**config.mk**
```make
export PLATFORM = sky130hd
export DESIGN_NAME = store_merge
export DESIGN_NICKNAME = d
export VERILOG_FILES = /design/src/rtl/mips_pkg.sv /design/src/rtl/byte_lane_merge.sv /design/src/rtl/store_merge.sv
export SDC_FILE = /design/constraint.sdc
export NUM_CORES = 1
export LEC_CHECK = 0
export ABC_AREA = 1
export CORE_ASPECT_RATIO = 1.75
export CORE_MARGIN = 2
export CORE_UTILIZATION = 40
export CTS_CLUSTER_DIAMETER = 60
export DETAILED_ROUTE_END_ITERATION = 8
export GPL_ROUTABILITY_DRIVEN = 1
export PLACE_DENSITY = 0.69
export SETUP_SLACK_MARGIN = 0.5
export SYNTH_ARGS = -nofsm -noshare
export SYNTH_HDL_FRONTEND = slang
export SYNTH_SLANG_ARGS = --single-unit
```
**constraint.sdc**
```tcl
create_clock -name clk -period 1.75 [get_ports clk]
set_input_delay 0.175 -clock clk [delete_from_list [all_inputs] [get_ports clk]]
set_output_delay 0.175 -clock clk [all_outputs]
set_load 0.03 [all_outputs]
```
**src/rtl/mips_pkg.sv**
```systemverilog
// rtl/mips_pkg.sv - shared store-size encodings, store FSM states and request legality check
package mips_pkg;

  localparam logic [1:0] SZ_BYTE = 2'b00;
  localparam logic [1:0] SZ_HALF = 2'b01;
  localparam logic [1:0] SZ_WORD = 2'b10;
  localparam logic [1:0] SZ_ILL  = 2'b11;

  typedef enum logic [2:0] {
    IDLE    = 3'd0,
    RD_REQ  = 3'd1,
    RD_WAIT = 3'd2,
    WRITE   = 3'd3,
    FAULT   = 3'd4
  } state_t;

  // True for any request that must fault without touching memory.
  function automatic logic is_bad_req(input logic [1:0] size, input logic [1:0] addr_lo);
    case (size)
      SZ_BYTE: return 1'b0;
      SZ_HALF: return addr_lo[0];
      SZ_WORD: return addr_lo != 2'b00;
      default: return 1'b1;
    endcase
  endfunction

endpackage

```
**src/rtl/byte_lane_merge.sv**
```systemverilog
// rtl/byte_lane_merge.sv - big-endian replacement of a byte or halfword lane inside a 32-bit word
module byte_lane_merge
  import mips_pkg::*;
(
  input  logic [31:0] old_word,
  input  logic [31:0] new_data,
  input  logic [1:0]  addr_lo,
  input  logic [1:0]  size,
  output logic [31:0] merged_word
);

  always_comb begin
    merged_word = old_word;
    case (size)
      // Lowest byte address maps to the most significant lane.
      SZ_BYTE: begin
        case (addr_lo)
          2'b00:   merged_word[31:24] = new_data[7:0];
          2'b01:   merged_word[23:16] = new_data[7:0];
          2'b10:   merged_word[15:8]  = new_data[7:0];
          default: merged_word[7:0]   = new_data[7:0];
        endcase
      end
      SZ_HALF: begin
        if (addr_lo[1]) merged_word[15:0]  = new_data[15:0];
        else            merged_word[31:16] = new_data[15:0];
      end
      SZ_WORD: merged_word = new_data;
      default: merged_word = old_word;
    endcase
  end

endmodule

```
**src/rtl/store_merge.sv**
```systemverilog
// rtl/store_merge.sv - sub-word store via read-modify-write with read timeout and fault reporting
module store_merge
  import mips_pkg::*;
#(
  parameter int ADDR_W      = 32,
  parameter int RD_WAIT_MAX = 15
) (
  input  logic              clk,
  input  logic              rst,
  input  logic              req_valid,
  output logic              req_ready,
  input  logic [ADDR_W-1:0] req_addr,
  input  logic [31:0]       req_data,
  input  logic [1:0]        req_size,
  output logic              mem_rd_en,
  output logic              mem_wr_en,
  output logic [ADDR_W-1:0] mem_addr,
  output logic [31:0]       mem_wdata,
  input  logic [31:0]       mem_rdata,
  input  logic              mem_rvalid,
  output logic              done,
  output logic              fault
);

  localparam int CNT_W = $clog2(RD_WAIT_MAX + 1);
  localparam logic [CNT_W-1:0] CNT_LAST = CNT_W'(RD_WAIT_MAX - 1);

  state_t            state;
  logic [ADDR_W-1:0] r_addr;
  logic [31:0]       r_data;
  logic [1:0]        r_size;
  logic [CNT_W-1:0]  wait_cnt;
  logic [31:0]       merged;

  byte_lane_merge u_merge (
    .old_word    (mem_rdata),
    .new_data    (r_data),
    .addr_lo     (r_addr[1:0]),
    .size        (r_size),
    .merged_word (merged)
  );

  assign req_ready = (state == IDLE) && !rst;

  // All memory-side outputs are registered and default to zero so strobes are single-cycle.
  always_ff @(posedge clk) begin
    if (rst) begin
      state     <= IDLE;
      r_addr    <= '0;
      r_data    <= '0;
      r_size    <= SZ_BYTE;
      wait_cnt  <= '0;
      mem_rd_en <= 1'b0;
      mem_wr_en <= 1'b0;
      mem_addr  <= '0;
      mem_wdata <= '0;
      done      <= 1'b0;
      fault     <= 1'b0;
    end else begin
      mem_rd_en <= 1'b0;
      mem_wr_en <= 1'b0;
      mem_addr  <= '0;
      mem_wdata <= '0;
      done      <= 1'b0;
      fault     <= 1'b0;
      case (state)
        IDLE: begin
          if (req_valid) begin
            r_addr <= req_addr;
            r_data <= req_data;
            r_size <= req_size;
            if (is_bad_req(req_size, req_addr[1:0])) begin
              state <= FAULT;
              fault <= 1'b1;
            end else if (req_size == SZ_WORD) begin
              state     <= WRITE;
              mem_wr_en <= 1'b1;
              done      <= 1'b1;
              mem_addr  <= {req_addr[ADDR_W-1:2], 2'b00};
              mem_wdata <= req_data;
            end else begin
              state     <= RD_REQ;
              mem_rd_en <= 1'b1;
              mem_addr  <= {req_addr[ADDR_W-1:2], 2'b00};
            end
          end
        end
        RD_REQ: begin
          state    <= RD_WAIT;
          wait_cnt <= '0;
        end
        RD_WAIT: begin
          if (mem_rvalid) begin
            state     <= WRITE;
            mem_wr_en <= 1'b1;
            done      <= 1'b1;
            mem_addr  <= {r_addr[ADDR_W-1:2], 2'b00};
            mem_wdata <= merged;
          end else if (wait_cnt == CNT_LAST) begin
            state <= FAULT;
            fault <= 1'b1;
          end else begin
            wait_cnt <= wait_cnt + 1'b1;
          end
        end
        WRITE:   state <= IDLE;
        FAULT:   state <= IDLE;
        default: state <= IDLE;
      endcase
    end
  end

endmodule

```
==> summary.txt, run 1 <==
Most numerous cell in the Yosys netlist: nand2_1
Instance count on the critical path: 9
HPWL after DPL: 14500 microns
Worst VDD drop: 0.650 mV
Worst skew pair latency: 420 ps
Final Max Tran Viols: 0
Arr. time, crit path: 1800 ps
CTS Sinks: 138
CP bufs+invs: 4
Hold_sp: rst
Vias in the first global route: 7336
Cell area after layout: 0.0104 sq mm
GRT overflow: 0
Synth top area share: 40.6%
Netlist cell types: 26
CTS tree: done
Storage cell area: 0.00278 sq mm
Cell class contributing the biggest share of worst-path delay: buffers and inverters
Util after Layout: 62.1%
Shortest period the worst path allows: 1470 ps
First DRT Iteration DRCs: 447
FP Rows: 63
Layout Nets: 1363
Ranking of synthesized cells by area: dfxtp_1 (41%), nand2_1 (22%), a21oi_1 (9.5%), nor2_1 (7.3%), nand3_1 (6.8%)
Cell taking the most area after synthesis: dfxtp_1
Initial antenna violation count: 1
IO buf count: 168
Cell area after synthesis: 0.00680 sq mm
Tcrit/Tclk final: 84.1%
Hold slack: 280 ps
Share of cells above drive strength 1: 17.9%
DRT antenna net count: 0
Hold path depth: 4
Total Wirelength: 24300 microns
Power Density: 907 mW/mm^2
Post-Syn Area per Cell: 6.29 sq um
Register area share after synthesis: 40.6%
Worst Path Max Fanout: 8
1st-pass router iterations: 8
Setup TNS: 0 ps
Root Driver: clkbuf_16
Top_reg_cell synth: dfxtp_1
TritonCTS buffer count: 17
Fmax: 679 MHz
Clock-pin slew on the worst setup and hold paths: 70 ps
Multi-input gate area: 0.00364 sq mm
Startpoint Class: register
Die area: 0.0181 sq mm
Gp weighted congestion: 0.878
Max-Cap Viols: 0
Placed cells: 1428
Total Routing Usage GR: 25.7%
Slew headroom: 66.7%
H-tree Lvls: 4
Critical Path, Cell by Cell: nor2_4 > nand2_2 > inv_4 > nand2_8 > buf_12 > clkinv_8 > clkbuf_16 > nand2_1 > a21oi_1
DR DRC count: 0
Post-synthesis cell count: 1082
Ports: 171
Via count: 7601
Hold Violations, Final: 0
Worst r2r src: state[2]
#FFs+latches synth: 138
Slowest-stage cell, CP: dfxtp_2
Filler Cell Count: 1527
Clock skew: 13.4 ps
Drt wl/cell: 16.2 microns
Post-synth ARST share: 0%
Maximum root-to-sink buffer count: 2
Dpl cell area: 0.00874 sq mm
CP max stage delay: 340 ps
Via density: 5.07
Crit path launch: state[2]
Core area: 0.0168 sq mm
# setup viols final: 0
Initial Utilization: 40.5%
Yosys warns: 0
CP endpoint kind: register
Pleak: 4.55 nW
Post-synth top cells: nand2_1 (394), dfxtp_1 (138), nor2_1 (133)
Worst-Margin Slew: 500 ps
Die height: 177 microns
Largest net degree at the start of global routing: 107
Status: finished clean
Chip Width: 103 microns
Fin cells: 1500
Worst Hold Class: in -> reg
Crit path kind: reg -> reg
R2R cell count: 9
Synthesis-to-layout area growth: 53.3%
Worst EP required: 2080 ps
Post-synth EDFFs: 0
RSZ-0062 raised after global routing: yes
First-pass GRT wire length: 36400 microns
## report_power, final
group / leakage, nW / internal [mW] / switching (mW)
clock network: 0.300 / 2.18 / 1.50
logic: 3.12 / 1.04 / 1.27
registers: 1.13 / 3.33 / 0.132
total: 4.55 / 6.55 / 2.90
## stage by stage
step	setup slack (ps)	total power, mW
final	278	9.46
after detailed placement	125	5.33
after floorplan	492	4.61
after CTS	336	9.27
after global placement	144	5.31
after global routing	228	9.86
## state kept, by name, indices dropped and copies added, names as in the netlist
name       count
fault          1
r_data        32
mem_addr      30
mem_wdata     32
done           1
r_size         2
state          3
wait_cnt       4
r_addr        32
mem_rd_en      1
## area by class of cell
class                      count  area share (%)
multi-input combinational    810            34.9
inverter                      61            2.44
timing repair buffer         231            27.5
antenna                        1          0.0240
clock inverter                14            1.52
clock buffer                  18            4.21
sequential                   138            26.7
tap                          227            2.72
## layout by cell type (no fill, tap or decap), types with 2 or more instances in the layout
master / Yosys / final
a211oi_1: 8 / 8
a21oi_1: 129 / 124
a21oi_2: 0 / 5
buf_12: 0 / 20
buf_16: 0 / 9
buf_2: 25 / 2
buf_4: 9 / 14
buf_6: 3 / 11
bufinv_16: 0 / 2
clkbuf_16: 0 / 26
clkdlybuf4s15_2: 0 / 59
clkdlybuf4s18_2: 0 / 4
clkdlybuf4s50_1: 0 / 100
clkinv_2: 0 / 3
clkinv_4: 0 / 2
conb_1: 1 / 2
dfxtp_1: 138 / 130
dfxtp_2: 0 / 5
dfxtp_4: 0 / 3
ha_1: 2 / 2
inv_1: 57 / 54
inv_2: 4 / 2
inv_4: 0 / 3
inv_6: 0 / 6
inv_8: 0 / 2
nand2_1: 394 / 380
nand2_2: 2 / 13
nand2_4: 0 / 2
nand3_1: 93 / 93
nor2_1: 133 / 113
nor2_2: 2 / 13
nor2_4: 1 / 10
nor3_1: 2 / 2
o21ai_0: 36 / 30
o21ai_1: 1 / 3
o21ai_2: 0 / 4
## metal layers
| metal | global-route usage [%] | share of wire, % | up-vias | wire, microns |
|---|---|---|---|---|
| met5 | 0 | 0 | - | 0 |
| met1 | 27.2 | 35 | 3492 | 8620 |
| met4 | 13.1 | 4.0 | 0 | 981 |
| li1 | - | - | 3785 | - |
| met2 | 47.0 | 55 | 272 | 13300 |
| met3 | 4.87 | 5.6 | 52 | 1360 |
## repair_timing
item                                    CTS  global route
resized for setup                       259            68
pin swaps                                22            23
hold buffers                              0             0
gates cloned                             10            10
endpoints found under the setup margin  205           146
buffers inserted                         13             6
## tightest hold or removal path, delay by kind of cell
kind / cells / cell delay [ps]
and+or+nand+nor: 1 / 40
buffers and inverters: 2 / 290
AOI/OAI and AO/OA: 1 / 140
## final timing paths
path,end,slack [ps]
worst min register to register,r_addr[20],460
worst max-delay path,mem_addr[3],280
worst min-delay path,r_data[11],280
worst max register to register,mem_addr[3],280
## cell families (layout without fill, tap and decap cells)
group / count (synthesis) / after routing / synth area share [%]
DFF: 138 / 138 / 40.6
other: 1 / 3 / 0.0551
adders and majority gates: 2 / 2 / 0.368
AOI/OAI and AO/OA: 175 / 175 / 13.2
xor gates and xnor gates: 1 / 1 / 0.129
buffers and inverters: 135 / 324 / 8.74
and+or+nand+nor: 630 / 630 / 36.9
Note: power is estimated with default switching activity, not from simulation.
==> inputs of run 2 (changes only) <==
Clock period 1.75 ns to 1.4 ns, I/O delays scaled along.
==> summary.txt, run 2 (same netlist as run 1, synthesis figures left out) <==
DRT antenna net count: 0
Worst r2r src: state[2]
Hold Violations, Final: 0
Final Max Tran Viols: 0
CTS Sinks: 138
CTS tree: done
Util after Layout: 61.4%
Slowest-stage cell, CP: dfxtp_2
First DRT Iteration DRCs: 445
Largest net degree at the start of global routing: 67
Clock-pin slew on the worst setup and hold paths: 70 ps
Pleak: 4.64 nW
Root Driver: clkbuf_16
Startpoint Class: register
DR DRC count: 0
# setup viols final: 1
Multi-input gate area: 0.00374 sq mm
Critical Path End: mem_wdata[30]
Diodes inserted: 0
Power Density: 1110 mW/mm^2
CP bufs+invs: 2
Vias in the first global route: 7292
HPWL after DPL: 14800 microns
Worst skew pair latency: 420 ps
Status: finished, violations left
Critical Path, Cell by Cell: nor2_4 > nand2_1 > inv_2 > nand2_8 > buf_4 > nor2_1 > nand2_1 > a21oi_2
Failing checks: negative setup slack
Storage cell area: 0.00285 sq mm
Via density: 5.06
Share of cells above drive strength 1: 24.8%
IO buf count: 168
Placed cells: 1458
Setup WS pre-CTS: -152 ps
Worst Path Max Fanout: 7
Filler Cell Count: 1526
Worst EP required: 1740 ps
CP endpoint kind: register
RSZ-0062 raised after global routing: yes
Drt wl/cell: 15.1 microns
CP max stage delay: 340 ps
Most common cell after layout, fill and taps aside: nand2_1
Initial Utilization: 40.5%
Maximum root-to-sink buffer count: 2
Crit path launch: state[2]
R2R cell count: 8
Fmax: 711 MHz
Initial antenna violation count: 0
H-tree Lvls: 4
Chip Width: 103 microns
Most used cell, CP: nand2_1
Cell class contributing the biggest share of worst-path delay: simple AND/OR/NAND/NOR gates
Crit path kind: reg -> reg
Instance count on the critical path: 8
Final WS setup: -5.66 ps
Ports: 171
Die height: 177 microns
Shortest period the worst path allows: 1410 ps
1st-pass router iterations: 7
Via count: 7612
GRT overflow: 0
FP Rows: 63
Max-Cap Viols: 0
Worst reg-to-reg setup slack: -6 ps
Arr. time, crit path: 1750 ps
Core area: 0.0168 sq mm
Commonest non-fill, non-tap cells in the layout: nand2_1 (374), nor2_1 (120), a21oi_1 (107), clkdlybuf4s50_1 (100), nand3_1 (90)
Layout Nets: 1367
Tcrit/Tclk final: 100%
Fin cells: 1503
Clock skew: 10.6 ps
Die area: 0.0181 sq mm
Top flop regs: mem_wdata: 32 flops, r_addr: 32 flops, r_data: 32 flops
TritonCTS buffer count: 17
End of the worst register-to-register path: mem_wdata[30]
Worst VDD drop: 0.870 mV
Synthesis-to-layout area growth: 51.5%
Total Wirelength: 22700 microns
Total Routing Usage GR: 24.6%
Worst Hold Class: in -> reg
Gp weighted congestion: 0.921
First-pass GRT wire length: 35100 microns
==> run 2: changes by cell type in the layout (fill, tap and decap cells not counted), sizes merged, moves of 2 or more <==
cell	change
buf	+71
bufinv	-2
clkbuf	-7
clkdlybuf4s15	-59
clkdlybuf4s18	-4
clkinv	-4
clkinvlp	+4
inv	+3
==> run 2: power breakdown <==
group / leakage [nW] / internal (mW) / total (mW) / switching [mW]
Clock: 0.271 / 2.37 / 4.39 / 2.02
Combinational: 3.21 / 1.17 / 2.68 / 1.52
Sequential: 1.16 / 4.17 / 4.33 / 0.162
==> run 2: worst min-delay path by stage <==
stage / end / startpoint / slack [ps] / cells past startpoint
6_report: wait_cnt[0] / rst / 140 / 4
3_5_place_dp: r_addr[2] / rst / 410 / 2
3_3_place_gp: r_addr[2] / rst / 410 / 2
5_1_grt: wait_cnt[0] / rst / 170 / 4
2_1_floorplan: mem_rd_en / req_size[1] / 230 / 1
4_1_cts: wait_cnt[0] / rst / 130 / 4
==> run 2: repair_timing <==
action / in CTS / in global routing
endpoints found under the hold margin: 5 / 0
pin swaps: 9 / 4
cloned: 3 / 4
endpoints found under the setup margin: 205 / 205
setup buffers: 3 / 2
hold buffers: 1 / 0
gates resized for setup: 565 / 56
==> run 2: cell type report <==
| cell class | count | area share [%] |
|---|---|---|
| inverters | 61 | 2.32 |
| multi-input cells | 810 | 36.3 |
| clock inverters | 15 | 1.47 |
| repair buffers | 235 | 25.3 |
| clock buffers | 17 | 4.13 |
| well taps | 227 | 2.76 |
| flip-flops and latches | 138 | 27.7 |
==> run 2: worst min-delay path, stage by stage <==
cell     delay (ps)
buf_4           140
inv_1           100
o21ai_1          80
a21oi_1          40
==> run 2: per-layer routing <==
metal  global-route usage, %  routed length [microns]  vias to the layer above
met3                    4.08                     1250                       54
met5                       0                        0                        -
li1                        -                        -                     3790
met4                    12.8                      952                        0
met1                    27.6                     8430                     3483
met2                    43.4                    12100                      285
==> run 2: through the flow <==
| stage | setup TNS (ps) | cell area [sq um] | total power [mW] | hold WS [ps] |
|---|---|---|---|---|
| finish | -5.66 | 10300 | 11.4 | 136 |
| global route | -4760 | 10300 | 11.9 | 170 |
| CTS | 0 | 10000 | 11.4 | 132 |
| detailed placement | -8000 | 9000 | 6.79 | 408 |
| global placement | -6920 | 9000 | 6.77 | 407 |
| floorplan | 0 | 6890 | 5.79 | 229 |
